### config.mk
export PLATFORM = sky130hd
export DESIGN_NAME = ps2_led_cmd_sequencer
export DESIGN_NICKNAME = d
export VERILOG_FILES = /design/src/rtl/ps2_led_cmd_sequencer.sv
export SDC_FILE = /design/constraint.sdc
export NUM_CORES = 1
export LEC_CHECK = 0
export BUFFER_PORTS_ARGS = -buffer_cell sky130_fd_sc_hd__clkbuf_2
export CORE_ASPECT_RATIO = 1.75
export CORE_MARGIN = 3
export CORE_UTILIZATION = 50
export CTS_CLUSTER_DIAMETER = 80
export DETAILED_ROUTE_END_ITERATION = 12
export PLACE_DENSITY = 0.82
export SLEW_MARGIN = 10
export SYNTH_ARGS = -nofsm -noshare
export SYNTH_HDL_FRONTEND = slang
export SYNTH_SLANG_ARGS = --single-unit
### constraint.sdc
create_clock -name CLK -period 2.4 [get_ports CLK]
set_clock_uncertainty 0.15 [all_clocks]
set_input_delay 0 -clock CLK [delete_from_list [all_inputs] [get_ports CLK]]
set_output_delay 0 -clock CLK [all_outputs]
set_load 0.1 [all_outputs]
### src/rtl/ps2_led_cmd_sequencer.sv
// PS/2 host-to-keyboard "Set LEDs" sequencer: sends 0xED + LED byte, consumes FA/FE replies
// with a shared retry budget and ACK timeout, and forwards every other received byte.
`timescale 1ns/1ps

module ps2_led_cmd_sequencer #(
  parameter int unsigned TIMEOUT_CYC = 1_000_000,
  parameter int unsigned MAX_RETRY   = 3
) (
  input  logic       CLK,
  input  logic       RST_N,
  input  logic       LED_REQ,
  input  logic [2:0] LED_VAL,
  output logic       LED_BUSY,
  output logic       LED_DONE,
  output logic       LED_ERR,
  output logic [7:0] TX_DATA,
  output logic       TX_START,
  input  logic       TX_READY,
  input  logic       TX_DONE,
  input  logic [7:0] RX_DATA,
  input  logic       RX_VALID,
  output logic [7:0] KEY_DATA,
  output logic       KEY_VALID
);

  localparam int unsigned TW = (TIMEOUT_CYC > 1) ? $clog2(TIMEOUT_CYC) : 1;
  localparam int unsigned RW = (MAX_RETRY > 0) ? $clog2(MAX_RETRY + 1) : 1;

  localparam logic [7:0]    CMD_SET_LED = 8'hED;
  localparam logic [7:0]    RSP_ACK     = 8'hFA;
  localparam logic [7:0]    RSP_RESEND  = 8'hFE;
  localparam logic [TW-1:0] TOUT_LAST   = TW'(TIMEOUT_CYC - 1);
  localparam logic [RW-1:0] RETRY_LAST  = RW'(MAX_RETRY);

  typedef enum logic [3:0] {
    ST_IDLE      = 4'd0,
    ST_SEND_CMD  = 4'd1,
    ST_WAIT_CMD_TX = 4'd2,
    ST_WAIT_ACK1 = 4'd3,
    ST_SEND_ARG  = 4'd4,
    ST_WAIT_ARG_TX = 4'd5,
    ST_WAIT_ACK2 = 4'd6,
    ST_DONE      = 4'd7,
    ST_ERR       = 4'd8
  } state_e;

  state_e        state_q, state_d;
  logic [7:0]    led_byte_q, led_byte_d;
  logic          pend_q, pend_d;
  logic [2:0]    pend_val_q, pend_val_d;
  logic [RW-1:0] retry_q, retry_d;
  logic [TW-1:0] tout_q, tout_d;
  logic          busy_q, busy_d;
  logic          done_q, done_d;
  logic          err_q, err_d;
  logic [7:0]    tx_data_q, tx_data_d;
  logic          tx_start_q, tx_start_d;
  logic [7:0]    key_data_q, key_data_d;
  logic          key_valid_q, key_valid_d;

  logic in_wait_ack;
  logic in_wait_tx;
  logic rx_ack;
  logic rx_resend;
  logic timeout;
  logic nak;
  logic retry_left;
  logic start_txn;

  assign in_wait_ack = (state_q == ST_WAIT_ACK1) || (state_q == ST_WAIT_ACK2);
  assign in_wait_tx  = (state_q == ST_WAIT_CMD_TX) || (state_q == ST_WAIT_ARG_TX);
  assign rx_ack      = RX_VALID && (RX_DATA == RSP_ACK);
  assign rx_resend   = RX_VALID && (RX_DATA == RSP_RESEND);
  assign timeout     = in_wait_ack && (tout_q == TOUT_LAST);
  // An ACK arriving in the timeout cycle still advances the transaction
  assign nak         = in_wait_ack && !rx_ack && (rx_resend || timeout);
  assign retry_left  = (retry_q != RETRY_LAST);
  assign start_txn   = (state_q == ST_IDLE) && (LED_REQ || pend_q);

  // State register
  always_ff @(posedge CLK) begin
    if (!RST_N) begin
      state_q <= ST_IDLE;
    end else begin
      state_q <= state_d;
    end
  end

  // Next-state logic
  always_comb begin
    state_d = state_q;
    case (state_q)
      ST_IDLE:        if (start_txn) state_d = ST_SEND_CMD;
      ST_SEND_CMD:    if (TX_READY) state_d = ST_WAIT_CMD_TX;
      ST_WAIT_CMD_TX: if (TX_DONE) state_d = ST_WAIT_ACK1;
      ST_WAIT_ACK1: begin
        if (rx_ack)   state_d = ST_SEND_ARG;
        else if (nak) state_d = retry_left ? ST_SEND_CMD : ST_ERR;
      end
      ST_SEND_ARG:    if (TX_READY) state_d = ST_WAIT_ARG_TX;
      ST_WAIT_ARG_TX: if (TX_DONE) state_d = ST_WAIT_ACK2;
      ST_WAIT_ACK2: begin
        if (rx_ack)   state_d = ST_DONE;
        else if (nak) state_d = retry_left ? ST_SEND_ARG : ST_ERR;
      end
      ST_DONE:        state_d = ST_IDLE;
      ST_ERR:         state_d = ST_IDLE;
      default:        state_d = ST_IDLE;
    endcase
  end

  // Datapath and registered-output next values
  always_comb begin
    led_byte_d  = led_byte_q;
    pend_d      = pend_q;
    pend_val_d  = pend_val_q;
    retry_d     = retry_q;
    tout_d      = tout_q;
    tx_data_d   = tx_data_q;
    tx_start_d  = 1'b0;
    key_data_d  = key_data_q;
    key_valid_d = 1'b0;

    if (state_q == ST_IDLE) begin
      pend_d = 1'b0;
      if (start_txn) begin
        led_byte_d = LED_REQ ? {5'b0, LED_VAL} : {5'b0, pend_val_q};
        retry_d    = '0;
      end
    end else if (LED_REQ) begin
      // Single-entry buffer: the newest request while busy replaces any older one
      pend_d     = 1'b1;
      pend_val_d = LED_VAL;
    end

    if ((state_q == ST_SEND_CMD) && TX_READY) begin
      tx_start_d = 1'b1;
      tx_data_d  = CMD_SET_LED;
    end else if ((state_q == ST_SEND_ARG) && TX_READY) begin
      tx_start_d = 1'b1;
      tx_data_d  = led_byte_q;
    end

    if (in_wait_tx && TX_DONE) begin
      tout_d = '0;
    end else if (in_wait_ack && (tout_q != TOUT_LAST)) begin
      tout_d = tout_q + TW'(1);
    end

    if (nak && retry_left) begin
      retry_d = retry_q + RW'(1);
    end

    if (RX_VALID) begin
      key_data_d = RX_DATA;
      key_valid_d = !(in_wait_ack && (rx_ack || rx_resend));
    end
  end

  // Status pulses track the state being entered so they line up with DONE/ERR
  always_comb begin
    busy_d = (state_d != ST_IDLE);
    done_d = (state_d == ST_DONE);
    err_d  = (state_d == ST_ERR);
  end

  // Datapath and output registers
  always_ff @(posedge CLK) begin
    if (!RST_N) begin
      led_byte_q  <= '0;
      pend_q      <= 1'b0;
      pend_val_q  <= '0;
      retry_q     <= '0;
      tout_q      <= '0;
      busy_q      <= 1'b0;
      done_q      <= 1'b0;
      err_q       <= 1'b0;
      tx_data_q   <= '0;
      tx_start_q  <= 1'b0;
      key_data_q  <= '0;
      key_valid_q <= 1'b0;
    end else begin
      led_byte_q  <= led_byte_d;
      pend_q      <= pend_d;
      pend_val_q  <= pend_val_d;
      retry_q     <= retry_d;
      tout_q      <= tout_d;
      busy_q      <= busy_d;
      done_q      <= done_d;
      err_q       <= err_d;
      tx_data_q   <= tx_data_d;
      tx_start_q  <= tx_start_d;
      key_data_q  <= key_data_d;
      key_valid_q <= key_valid_d;
    end
  end

  assign LED_BUSY  = busy_q;
  assign LED_DONE  = done_q;
  assign LED_ERR   = err_q;
  assign TX_DATA   = tx_data_q;
  assign TX_START  = tx_start_q;
  assign KEY_DATA  = key_data_q;
  assign KEY_VALID = key_valid_q;

endmodule

### After elaboration in Yosys (flattened, before gate mapping)

Index checks and enable logic that the tools add are counted.

* input bits: 17
* register bits after elaboration: 59
* output and inout bits: 21
* logic and storage cells: 82

* add/subtract/negate cells: 2
* equality and inequality tests: 13
* bitwise logic cells: 2
* mux-type cells: 20
* reduce and logical (&&, ||, !) cells: 31

Operators by type and width (count)
* 4-bit 2-to-1 mux: 11
* 4-bit one-hot mux with 7 select lines: 1
* 20-bit by 1-bit adder with 20-bit output (second input constant): 1
* 20-bit equality test (second input constant): 1
* 20-bit != test (second input constant): 1
* 4-bit by 3-bit equality test with 1-bit output (second input constant): 4
* 8-bit equality test (second input constant): 2
* 8-bit 2-to-1 mux: 2
* 1-bit logical AND: 12
* 4-bit by 2-bit equality test with 1-bit output (second input constant): 2
* 2-bit AND reduction: 4
* 2-bit 2-to-1 mux: 3
* 2-bit nonzero test: 3
* 2-bit OR reduction: 3
* 1-bit logical OR: 5
* 4-bit by 1-bit equality test with 1-bit output (second input constant): 1
* 4-bit equality test (second input constant): 1
* 4-bit zero test: 1
* 4-bit nonzero test: 1
* 3-bit 2-to-1 mux: 1
* 2-bit by 1-bit adder with 2-bit output (second input constant): 1
* 1-bit zero test: 2
* 1-bit 2-to-1 mux: 2
* 2-bit != test (second input constant): 1
* 1-bit NOT: 2

### Longest topological paths before layout

* depth in word-level cells: 9
* gate-level depth with buffers: 7
* gate-level depth less buffers: 6

### Worst setup path before layout

OpenSTA, ideal clock, no wires.

* path kind: flip-flop to flip-flop
* start: register tout_q[7]
* end: register busy_q, in the netlist LED_BUSY
* data required time: 2173 ps
* cell stages (with the launch flop): 7
* path buffers: 1
* setup slack: 81 ps
* clock period less this slack: 2319 ps
* setup time: 77 ps
* arrival time: 2091 ps
* path through: dfxtp_1 -> or4b_4 -> or4_4 -> buf_6 -> o31ai_4 -> nand3_1 -> a41oi_2

* cells in the longest elaborated chain, start to end: 8
* elaborated cells on any way between the ends: 10
* those cells by class: eq/ne: 1; mux: 5; reduce/logical: 4

Ends and longest elaborated chain
* from (decl): line 52 `logic [TW-1:0] tout_q, tout_d;`
* from (signal assigned): line 187 `tout_q <= tout_d;`
* 20-bit equality test (*): line 74 `assign timeout = in_wait_ack && (tout_q == TOUT_LAST);`
* 1-bit logical AND (*): line 74
* 1-bit logical OR (*): line 76 `assign nak = in_wait_ack && !rx_ack && (rx_resend || timeout);`
* 1-bit logical AND (*): line 76
* 4-bit 2-to-1 mux, on equally long branches: line 104, 98
* 4-bit 2-to-1 mux, on equally long branches: line 103, 97
* 4-bit one-hot mux with 7 select lines (*): line 92 `case (state_q)`
* 4-bit nonzero test (*): line 162 `busy_d = (state_d != ST_IDLE);`
* to (signal assigned): line 188 `busy_q <= busy_d;`
* to (decl): line 53 `logic busy_q, busy_d;`

Every way passes the cells marked *; elsewhere a longest branch is shown, timed or not.
A chain may end at the register's enable or synchronous reset.

### Worst setup path in the final report

* start: register tout_q[10]
* end: register busy_q, in the netlist LED_BUSY

Same word-level chain as after synthesis.

==> impl_metrics.tcl <==
set metrics [dict create \
    via_per_inst 5.83 \
    p_clk_share_pct 28.7 \
    cts_tree "done" \
    setup_violations 0 \
    fmax_mhz 429 \
    r2r_start "tout_q[10]" \
    drive_gt1_share_pct 21.8 \
    crit_fanout 6 \
    cap_violations 0 \
    cp.buffers_inverters 0 \
    final_nets 344 \
    period_share_pct 97.1 \
    place.gp.congestion 0.813 \
    finalMaxSlewViolations 0 \
    post_drt_wl_per_cell_um 15.3 \
    cts_root_buf "clkbuf_8" \
    cp.arrival_ns 2.43 \
    syn2layout_area_growth_pct 23.1 \
    gr-usage-all-layers_pct 21.0 \
    cts_setup_buffers 0 \
    start_util_pct 53.2 \
    min_path_type "primary input to register" \
    syn-num-nets 289 \
    p_int_mw 1.19 \
    crit_path_top_delay_cell "or4_4" \
    crit_top_cell "or4_4" \
    p_leak_nw 1.20 \
    synth-edff-count 0 \
    post-route-min-period_ns 2.33 \
    grt_max_degree 21 \
    seqPwrFrac_pct 49.3 \
    reg2reg_depth 5 \
    n_fill_cell 370 \
    grt_pass1_vias 2161 \
    diodes 0 \
    min_to "KEY_DATA[7]" \
    mostFrequentLayoutCells "50 x dfxtp_1, 43 x nor2_1, 36 x clkbuf_2, 17 x mux2i_1, 15 x dlygate4sd3_1" \
    syn-instance-count 270 \
    clkLatencyLatePin_ns 0.31 \
    route.vias.total 2197 \
    cp-start-kind "register" \
    ios 38 \
    drc 0 \
    worst_pin_slew_ns 0.542 \
    cts_buffer_depth 2 \
    netlist.area_leader.share_pct 41.6 \
    netlist_area_um2 2410 \
    overflow 0 \
    core_um2 4520 \
    synth_async_sr_flop_share_pct 0 \
    comb_power_share_pct 22.0 \
    drt-pass1-iter-count 4 \
    clk_pin_slew_ns 0.10 \
    numCtsBuffers 5 \
    synthTopCellsByArea "dfxtp_1 42%, mux2i_1 7.1%, nor2_1 6.9%" \
    dieHeight_um 97.8 \
    r2r-end "LED_BUSY" \
    outcome "finished clean" \
    rsz0062_at_grt "no" \
    synth_top_cell_by_area "dfxtp_1" \
    finalNonFillerCells 377 \
    p_sw_share_pct 34.5 \
    rrSetupSlack_ns 0.07 \
    cts_max_level 2 \
    relSlewSlack_pct 63.6 \
    num_rows 32 \
    die_w_um 58.4 \
    required_ns 2.50 \
    end_kind "register" \
    ys.flop_type "dfxtp_1" \
    synth_cell_types 48 \
    grt_pass1_wl_um 9500 \
    drtIter0Drc 56 \
    io_buffers 36 \
    critPathKind "register to register" \
    setup_tns_ns 0 \
    hp-start "RX_VALID" \
    fin_util_pct 65.5 \
    ys_ff_latch 50 \
    max_stage_delay_ns 0.64 \
    clock-sinks 50 \
    report.final.hold_viol_count 0 \
    ys_seq_area_share_pct 41.6 \
    antenna_found_initial 0 \
    p_total_mw 1.82 \
    crit_chain "or4_4 > or4_4 > o31ai_4 > nand3_2 > a41oi_2" \
    regArea_um2 1000 \
    power_density_nw_per_um2 614 \
    crit_family "simple AND/OR/NAND/NOR gates" \
    hold_path_depth 3 \
    multi_input_area_um2 1360 \
    antenna_left 0 \
    dpl.hpwl_um 4090 \
    ys_warn_count 0 \
    die_area_um2 5710 \
    layout_commonest_cell "dfxtp_1" \
    placed_cells 353 \
    synth.avg_cell_area_um2 8.91 \
    finalWirelength_um 5780 \
    p_switching_uw 627 \
    ir_worst_vdd_v 0.000568 \
]
[power groups by stage]
stage	sequential, mW	clock, mW	combinational (mW)
CTS	0.895	0.538	0.396
finish	0.896	0.522	0.400
floorplan	1.03	0	0.179
global placement	0.912	0	0.370
global route	0.900	0.566	0.423
detailed placement	0.914	0	0.375
[metrics by stage]
stage	hold WS, ns	setup slack, ns	cell area [um2]
after floorplan	-0.0273	0.0814	2410
after global placement	0.0971	0.0878	2660
after detailed placement	0.119	-0.0181	2660
after CTS	0.0245	0.0140	2920
after global routing	0.0581	0.00650	2960
final	0.0252	0.0688	2960
[kinds of logic (layout without fill, tap and decap cells)]
logic type	after synthesis	in the layout	synth area share, %
other cells	1	1	0.156
flops	50	50	41.6
mux	18	18	7.54
simple gates	118	119	26.8
compound gates	46	46	13.5
buf+inv	21	76	4.26
fa+ha+maj	2	2	1.04
xor+xnor	14	14	5.10
[cell type report]
class / count / area share (%)
repair buffers: 63 / 14.2
flip-flops and latches: 50 / 33.8
inverters: 5 / 0.633
clock inverters: 3 / 0.971
clock buffers: 5 / 2.32
well taps: 51 / 2.15
multi-input cells: 200 / 45.9
[tightest hold or removal path, delay by kind of cell]
| family | cells | cell delay [ns] |
|---|---|---|
| buf+inv | 1 | 0.21 |
| simple gates | 1 | 0.08 |
| mux | 1 | 0.17 |
[worst max path at each step]
stage,startpoint,endpoint,depth (start not counted)
after CTS,tout_q[8],tout_q[15],5
after floorplan,tout_q[7],LED_BUSY,6
after global routing,tout_q[10],retry_q[1],5
after global placement,tout_q[8],tout_q[19],5
final,tout_q[10],LED_BUSY,5
after detailed placement,tout_q[8],tout_q[15],5
[routing by layer]
metal | up-vias | wire [um] | GRT usage, %
met5 | - | 0 | 0
met4 | 0 | 184 | 10.5
met3 | 19 | 177 | 4.23
met2 | 51 | 3250 | 38.4
met1 | 1041 | 2170 | 21.4
li1 | 1086 | - | -
[synthesized netlist by cell type (2+ instances only)]
master	n
nand2_1	7
or3_1	8
o2111ai_1	4
and4b_1	2
nor2_1	44
nand4b_1	2
nand2b_1	4
nor4_1	7
o21ai_0	10
a211oi_1	5
nand3_1	9
o21a_1	2
xnor2_1	6
or4_4	2
nor2b_1	5
clkbuf_1	10
inv_1	4
and4_1	4
and3_1	5
mux2i_1	17
nor3_1	5
a21oi_1	11
ha_1	2
o211ai_1	3
and2_1	3
nand4_1	6
o22ai_1	3
xor2_1	8
buf_4	4
dfxtp_1	50
[flip-flops by register name (all words and copies together) (netlist names), 2 cells and up]
name,cells
KEY_DATA,8
TX_DATA,4
led_byte_q,3
pend_val_q,3
retry_q,2
state_q,4
tout_q,20
[timing repair]
item	CTS	global route
setup endpoints to repair	3	8
resized for setup	2	9
pin swaps	0	3
gates cloned	0	1
hold endpoints to repair	19	0
hold buffers	15	0
Power figures use the tool's default switching activity.
